`src/rtl/imem_loader.sv`:
```
// Bootloader front end: parses SYNC/LEN/DATA/CHK frames from a UART byte
// stream and drives the instruction memory programming port, holding the
// core while a frame is being loaded.
module imem_loader #(
   parameter int unsigned ADDR_W      = 14,
   parameter int unsigned BASE_ADDR   = 0,
   parameter logic [7:0]  SYNC_BYTE   = 8'hA5,
   parameter int unsigned TIMEOUT_CYC = 1000000
) (
   input  logic              clk,
   input  logic              rst,
   input  logic [7:0]        rx_data,
   input  logic              rx_valid,
   output logic [ADDR_W-1:0] write_addr,
   output logic [31:0]       write_data,
   output logic              w_en,
   output logic              cpu_hold,
   output logic              load_done,
   output logic              load_err
);

   typedef enum logic [2:0] {
      S_IDLE, S_LEN0, S_LEN1, S_DATA, S_CHK, S_DONE, S_ERR
   } state_t;

   // Capacity in words, widened so the LEN comparison cannot overflow.
   localparam logic [32:0]       DEPTH = (33'd1 << (ADDR_W - 2)) - 33'(BASE_ADDR / 4);
   localparam logic [ADDR_W-1:0] BASE  = ADDR_W'(BASE_ADDR);

   state_t            state_q, state_d;
   logic [15:0]       len_q, len_d;
   logic [15:0]       word_cnt_q, word_cnt_d;
   logic [1:0]        byte_cnt_q, byte_cnt_d;
   logic [23:0]       asm_q, asm_d;
   logic [7:0]        chk_q, chk_d;
   logic [31:0]       tmo_q, tmo_d;
   logic [ADDR_W-1:0] write_addr_q, write_addr_d;
   logic [31:0]       write_data_q, write_data_d;
   logic              w_en_q, w_en_d;
   logic              cpu_hold_q, cpu_hold_d;
   logic              load_done_q, load_done_d;
   logic              load_err_q, load_err_d;

   logic              sync_hit;
   logic              tmo_hit;
   logic [15:0]       len_full;

   assign sync_hit = rx_valid && (rx_data == SYNC_BYTE);
   assign tmo_hit  = (TIMEOUT_CYC != 0) && !rx_valid && (tmo_q == TIMEOUT_CYC - 1);
   assign len_full = {rx_data, len_q[7:0]};

   assign write_addr = write_addr_q;
   assign write_data = write_data_q;
   assign w_en       = w_en_q;
   assign cpu_hold   = cpu_hold_q;
   assign load_done  = load_done_q;
   assign load_err   = load_err_q;

   // State register.
   always_ff @(posedge clk or posedge rst) begin
      if (rst) state_q <= S_IDLE;
      else     state_q <= state_d;
   end

   // Next-state logic; a timeout in any in-frame state aborts to ERR.
   always_comb begin
      state_d = state_q;
      case (state_q)
         S_IDLE: if (sync_hit) state_d = S_LEN0;
         S_LEN0: begin
            if (tmo_hit)       state_d = S_ERR;
            else if (rx_valid) state_d = S_LEN1;
         end
         S_LEN1: begin
            if (tmo_hit) state_d = S_ERR;
            else if (rx_valid) begin
               if (len_full == 16'd0)              state_d = S_CHK;
               else if ({17'd0, len_full} > DEPTH) state_d = S_ERR;
               else                                state_d = S_DATA;
            end
         end
         S_DATA: begin
            if (tmo_hit) state_d = S_ERR;
            else if (rx_valid && (byte_cnt_q == 2'd3) && (word_cnt_q + 16'd1 == len_q))
               state_d = S_CHK;
         end
         S_CHK: begin
            if (tmo_hit)       state_d = S_ERR;
            else if (rx_valid) state_d = (rx_data == chk_q) ? S_DONE : S_ERR;
         end
         S_DONE:  state_d = S_IDLE;
         S_ERR:   state_d = S_IDLE;
         default: state_d = S_IDLE;
      endcase
   end

   // Datapath and registered-output next values.
   // The write strobe for the last word lands in the first CHK cycle, so the
   // checksum byte may follow the final data byte without a gap.
   always_comb begin
      len_d        = len_q;
      word_cnt_d   = word_cnt_q;
      byte_cnt_d   = byte_cnt_q;
      asm_d        = asm_q;
      chk_d        = chk_q;
      tmo_d        = rx_valid ? '0 : tmo_q + 32'd1;
      write_addr_d = w_en_q ? write_addr_q + ADDR_W'(4) : write_addr_q;
      write_data_d = write_data_q;
      w_en_d       = 1'b0;
      cpu_hold_d   = cpu_hold_q;
      load_done_d  = load_done_q;
      load_err_d   = load_err_q;
      case (state_q)
         S_IDLE: begin
            tmo_d = '0;
            if (sync_hit) begin
               load_done_d  = 1'b0;
               load_err_d   = 1'b0;
               write_addr_d = BASE;
               chk_d        = '0;
               byte_cnt_d   = '0;
               word_cnt_d   = '0;
               cpu_hold_d   = 1'b1;
            end
         end
         S_LEN0: if (rx_valid) begin
            len_d[7:0] = rx_data;
            chk_d      = chk_q ^ rx_data;
         end
         S_LEN1: if (rx_valid) begin
            len_d[15:8] = rx_data;
            chk_d       = chk_q ^ rx_data;
         end
         S_DATA: if (rx_valid) begin
            chk_d = chk_q ^ rx_data;
            case (byte_cnt_q)
               2'd0: asm_d[7:0]   = rx_data;
               2'd1: asm_d[15:8]  = rx_data;
               2'd2: asm_d[23:16] = rx_data;
               default: begin
                  write_data_d = {rx_data, asm_q};
                  w_en_d       = 1'b1;
                  word_cnt_d   = word_cnt_q + 16'd1;
               end
            endcase
            byte_cnt_d = byte_cnt_q + 2'd1;
         end
         S_DONE: begin
            tmo_d       = '0;
            load_done_d = 1'b1;
            cpu_hold_d  = 1'b0;
         end
         S_ERR: begin
            tmo_d      = '0;
            load_err_d = 1'b1;
            cpu_hold_d = 1'b0;
         end
         default: ;
      endcase
   end

   // Datapath and output registers.
   always_ff @(posedge clk or posedge rst) begin
      if (rst) begin
         len_q        <= '0;
         word_cnt_q   <= '0;
         byte_cnt_q   <= '0;
         asm_q        <= '0;
         chk_q        <= '0;
         tmo_q        <= '0;
         write_addr_q <= BASE;
         write_data_q <= '0;
         w_en_q       <= 1'b0;
         cpu_hold_q   <= 1'b0;
         load_done_q  <= 1'b0;
         load_err_q   <= 1'b0;
      end else begin
         len_q        <= len_d;
         word_cnt_q   <= word_cnt_d;
         byte_cnt_q   <= byte_cnt_d;
         asm_q        <= asm_d;
         chk_q        <= chk_d;
         tmo_q        <= tmo_d;
         write_addr_q <= write_addr_d;
         write_data_q <= write_data_d;
         w_en_q       <= w_en_d;
         cpu_hold_q   <= cpu_hold_d;
         load_done_q  <= load_done_d;
         load_err_q   <= load_err_d;
      end
   end

endmodule

```
`config.mk`:
```
export PLATFORM = sky130hd
export DESIGN_NAME = imem_loader
export DESIGN_NICKNAME = d
export VERILOG_FILES = /design/src/rtl/imem_loader.sv
export SDC_FILE = /design/constraint.sdc
export NUM_CORES = 1
export LEC_CHECK = 0
export ABC_AREA = 1
export CAP_MARGIN = 30
export CORE_ASPECT_RATIO = 1.5
export CORE_MARGIN = 2
export CORE_UTILIZATION = 45
export CTS_CLUSTER_SIZE = 16
export DETAILED_ROUTE_END_ITERATION = 8
export PLACE_DENSITY = 0.7
export SLEW_MARGIN = 10
export SYNTH_ARGS = -nofsm -noshare
export SYNTH_HDL_FRONTEND = slang
export SYNTH_SLANG_ARGS = --single-unit
```
`constraint.sdc`:
```
create_clock -name clk -period 5.1 [get_ports clk]
set_input_delay 1.02 -clock clk [delete_from_list [all_inputs] [get_ports clk]]
set_output_delay 1.02 -clock clk [all_outputs]
set_load 0.01 [all_outputs]
```
# --- Word level (Yosys, flattened, before mapping) ---
# Index checks and enable logic that the tools add are counted.
totals:
  ff_bits: 151
  latch_bits: 0
  mem_bits_rw: 0
  rom_bits: 0
  in_bits: 11
  memories: 0
classes:
  addsub: 4
  mul: 0
  div_mod_pow: 0
  n_lt_le_gt_ge: 1
  n_eq_ne: 21
  shifts: 0
  mux: 36
  bitwise: 2
  reduce_logical: 30
op_table:
  columns: ["operator", "n"]
  rows:
  - ["32-bit 2-to-1 mux", 2]
  - ["16-bit 2-to-1 mux", 3]
  - ["14-bit 2-to-1 mux", 3]
  - ["3-bit 2-to-1 mux", 11]
  - ["32-bit by 1-bit adder with 32-bit output (second input constant)", 1]
  - ["32-bit by 20-bit equality test with 1-bit output (second input constant)", 1]
  - ["16-bit one-hot mux with 2 select lines", 1]
  - ["3-bit AND reduction", 6]
  - ["16-bit by 1-bit adder with 16-bit output (second input constant)", 1]
  - ["16-bit equality test", 1]
  - ["16-bit by 13-bit greater-than comparator with 1-bit output (second input constant)", 1]
  - ["16-bit logical NOT", 1]
  - ["8-bit 2-to-1 mux", 2]
  - ["8-bit one-hot mux with 2 select lines", 1]
  - ["3-bit one-hot mux with 5 select lines", 1]
  - ["14-bit by 3-bit adder with 14-bit output (second input constant)", 1]
  - ["3-bit inequality test (second input constant)", 4]
  - ["2-bit AND reduction", 5]
  - ["2-bit nonzero test", 5]
  - ["3-bit equality test (second input constant)", 3]
  - ["3-bit OR reduction", 3]
  - ["8-bit equality test", 1]
  - ["8-bit equality test (second input constant)", 1]
  - ["8-bit bitwise XOR", 1]
  - ["other kinds (19)", 34]

# --- Longest topological paths before layout ---
depth:
  word_depth: 6
  depth_mapped: 17
  mapped_depth_nobuf: 17

# --- Least setup slack after synthesis ---
# Ideal clock, no wire load.
synth_path:
  path_type: "input port to flip-flop"
  startpoint: "input port rx_valid"
  endpoint: "register word_cnt_q[2]"
  arrival_ns: 2.146
  path_slack_ns: 2.828
  stages: 9
  n_path_buf: 2
  path_cell_list: "buf_4 inv_2 nor3_2 nand4_2 inv_2 nor2_2 a21oi_4 buf_6 o22ai_1"
synth_between:
  elab_chain_len: 3
synth_lines:
  columns: ["item", "line_no", "rtl"]
  rows:
  - ["start: declaration", "13", "input logic rx_valid,"]
  - ["1-bit logical AND", "48", "assign sync_hit = rx_valid && (rx_data == SYNC_BYTE);"]
  - ["2-bit inequality test (no source line)", null, null]
  - ["4-bit AND reduction (no source line) (*)", null, null]
  - ["end signal: assignment", "179", "word_cnt_q <= word_cnt_d;"]
  - ["end: declaration", "32", "logic [15:0] word_cnt_q, word_cnt_d;"]
# Every way passes the cells marked *; elsewhere a longest branch is shown, timed or not.
# A chain may end at the register's enable or synchronous reset.

# --- Worst setup path in the final report ---
layout_path:
  startpoint: "input port rx_valid"
  endpoint: "register write_data_q[31], in the netlist write_data[31]"
layout_between:
  elab_chain_len: 1
layout_lines:
  columns: ["item", "line_no", "rtl"]
  rows:
  - ["3-bit AND reduction (no source line)", null, null]
  - ["end signal: assignment", "185", "write_data_q <= write_data_d;"]
  - ["end: declaration", "38", "logic [31:0] write_data_q, write_data_d;"]
# No other way between the ends.

==> results.md <==
- TritonCTS Buffers: 17
- Half-perimeter wire length after placement: 11.8 mm
- Post-CTS Hold Fix Bufs: 0
- Global-route wire length before repair: 28.8 mm
- Static power due to leakage: 4.10 nW
- End of the worst register-to-register path: state_q[0]
- Critical Path Sink Type: flop
- Number of flops mapped to enable cells by yosys: 0
- Register bit count reported by yosys: 149
- Area inside the core boundary: 0.0162 mm^2
- Number of gates resized after CTS: 0
- Total congestion overflow: 0
- Final count of negative-setup-slack endpoints: 0
- Setup repair after global routing missed its margin: false
- Number of standard-cell rows in the floorplan: 57
- IO Port Bufs: 58
- Crit start category: primary input
- Clock-pin slew on the worst setup and hold paths: 0.07 ns
- Total number of vias: 6137
- Global placer's final weighted congestion: 0.842
- Number of filler cells placed in the layout: 1498
- Pwr per Cell Area: 468 mW/mm^2
- Worst rel slew slack: 45.1%
- Tot GR Track Use: 20.9%
- Via count of the first global-routing pass: 5996
- Cell Area, Synth: 0.00742 mm^2
- Final instance count without filler cells: 1196
- Result of the run: finished clean
- Antenna Cells: 0
- Crit share post-route: 58.2%
- Syn avg cell area: 8.10 um^2
- Total placed cells including tap cells: 1163
- Area taken by flip-flops and latches: 0.00373 mm^2
- Total clock sinks: 149
- Die width: 109 um
- Worst Hold Slack: 0.454 ns
- Peak Freq: 0.337 GHz
- Number of top-level pins: 61
- Number of cells on the worst reg-to-reg path: 14
- Critical R2R Launch: word_cnt_q[0]
- Worst IR Drop VDD: 0.246 mV
- Final non-filler cell area: 0.00877 mm^2
- Number of DRC markers in iteration 0: 306
- Setup TNS: 0 ns
- Pins Over Slew Limit: 0
- Count of warnings emitted by yosys: 0
- Reg2reg setup slack: 2.80 ns
- Die Area: 0.0176 mm^2
- Antenna Violating Nets Remaining: 0
- Setup Skew: 0.0122 ns
- Worst EP required: 5.38 ns
- Largest fanout on the critical path: 50
- Post-synth cell types: 43
- Final-stage net count: 996
- Area of the multi-input gates: 0.00319 mm^2
- Top sig layer: met4
- Synth Instances: 916
- Commonest cells after routing, fill and taps aside: nand2_1 (250), dfrtp_1 (149), inv_1 (100), o21ai_0 (79)
- Pin count of the biggest net entering global routing: 105
- Initial antenna violation count: 0
- Min-Delay Path Class: reg -> reg
- Iteration count of the initial detailed-routing pass: 5
- Fin crit period: 2.97 ns
- Overall routed net length: 16.8 mm
- Post-DP Area: 0.00818 mm^2
- Fin. Hold Viols: 0
- Post-CTS setup buffer count: 0
- Routed WL per cell: 14.1 um
- Initial cell density of the core: 45.8%
- Post-route core utilization: 54.2%
- Drt drc: 0
- Proportion of synthesized flip-flops having asynchronous set or reset: 100%
- Critical path data arrival time: 3.25 ns
- Area growth from synthesis to layout: 18.2%
- Start-to-end type of the worst setup path: in -> reg
- Amount of wire on met3 after detailed routing: 432 um
- Most frequent standard cell in the layout excluding fill and tap cells: nand2_1
- Die height: 161 um
- Ratio of cells with drive above 1 in the final layout: 7.47%
- Routed length on met2: 8.74 mm
- Post-synthesis sequential area ratio: 50.2%
- TritonCTS clock tree: built
- Max-capacitance violation count: 0
- Cell at the root of the clock tree: clkbuf_16
- Transition time at the pin with the least slew margin: 0.823 ns
- Later-pin clock latency in the skew report: 0.43 ns
- Post-route met1 wirelength: 7.33 mm
- Max clock buf depth: 2
- H-Tree Depth: 4
- Most instantiated flip-flop cell in the synthesis netlist: dfrtp_1
- Worst Setup EP: write_data[31]
- Per-cell via count in the routed design: 5.13
- Worst setup path startpoint: rx_valid
final cells by class:
class | count | area share (%)
clock buffers | 17 | 4.85
clock inverters | 15 | 1.57
inverters | 107 | 4.63
multi-input cells | 640 | 36.3
flip-flops and latches | 149 | 42.5
well taps | 206 | 2.94
repair buffers | 62 | 7.19
power by group:
group	leakage [nW]	internal (mW)	total (mW)	switching, mW
combinational	1.84	0.504	1.16	0.651
sequential	1.97	1.50	1.76	0.261
clock	0.283	0.645	1.20	0.551
total	4.10	2.65	4.11	1.46
per-stage QoR:
step	setup WS, ns	power [mW]
floorplan	0.0720	2.53
global placement	1.74	2.90
detailed placement	1.62	2.93
CTS	2.08	4.14
global route	1.83	4.40
finish	2.13	4.11
sequential cells by signal (all words and copies together) (netlist names):
name,count
tmo_q,32
write_data,32
asm_q,24
len_q,16
word_cnt_q,16
write_addr,12
chk_q,8
state_q,3
byte_cnt_q,2
cpu_hold,1
load_done,1
load_err,1
w_en,1
worst min-delay path by stage:
stage,start,to,slack [ns],cells past startpoint
6_report,tmo_q[0],tmo_q[0],0.45,1
5_1_grt,write_data[5],write_data[5],0.49,2
4_1_cts,tmo_q[0],tmo_q[0],0.46,1
3_5_place_dp,tmo_q[0],tmo_q[0],0.45,1
3_3_place_gp,tmo_q[0],tmo_q[0],0.45,1
2_1_floorplan,tmo_q[0],tmo_q[0],0.43,1
routing by layer:
metal  track usage, %  up-vias
met5                0        -
met2             35.6      108
met4             7.28        0
li1                 -     3116
met1             26.2     2882
met3             4.04       31
critical path: stages:
cell and delay (ns):
clkdlybuf4s50_1 0.69, inv_2 0.17, nor2_4 0.22, inv_2 0.05
nor2_2 0.07, buf_4 0.33, inv_2 0.41, nand2_1 0.16
o21ai_0 0.10
cells in the mapped netlist, types with 10 or more instances:
library cell | n | area [um^2]
a21oi_1 | 29 | 145
dfrtp_1 | 149 | 3730
inv_1 | 101 | 379
nand2_1 | 250 | 938
nand3_1 | 68 | 340
nand4_1 | 21 | 131
nor2_1 | 68 | 255
nor3_1 | 24 | 120
o21ai_0 | 79 | 395
o22ai_1 | 10 | 62.6
xor2_1 | 10 | 87.6
logic make-up (layout without fill, tap and decap cells):
| family | after synthesis | after routing | share of synthesized area, % |
|---|---|---|---|
| compound gates | 136 | 136 | 9.88 |
| xor+xnor | 21 | 21 | 2.85 |
| fa+ha+maj | 8 | 8 | 1.35 |
| buf+inv | 128 | 201 | 6.86 |
| flops | 149 | 149 | 50.2 |
| other cells | 1 | 2 | 0.0505 |
| simple gates | 473 | 473 | 28.8 |
No activity file was read; power rests on OpenSTA's default activity.
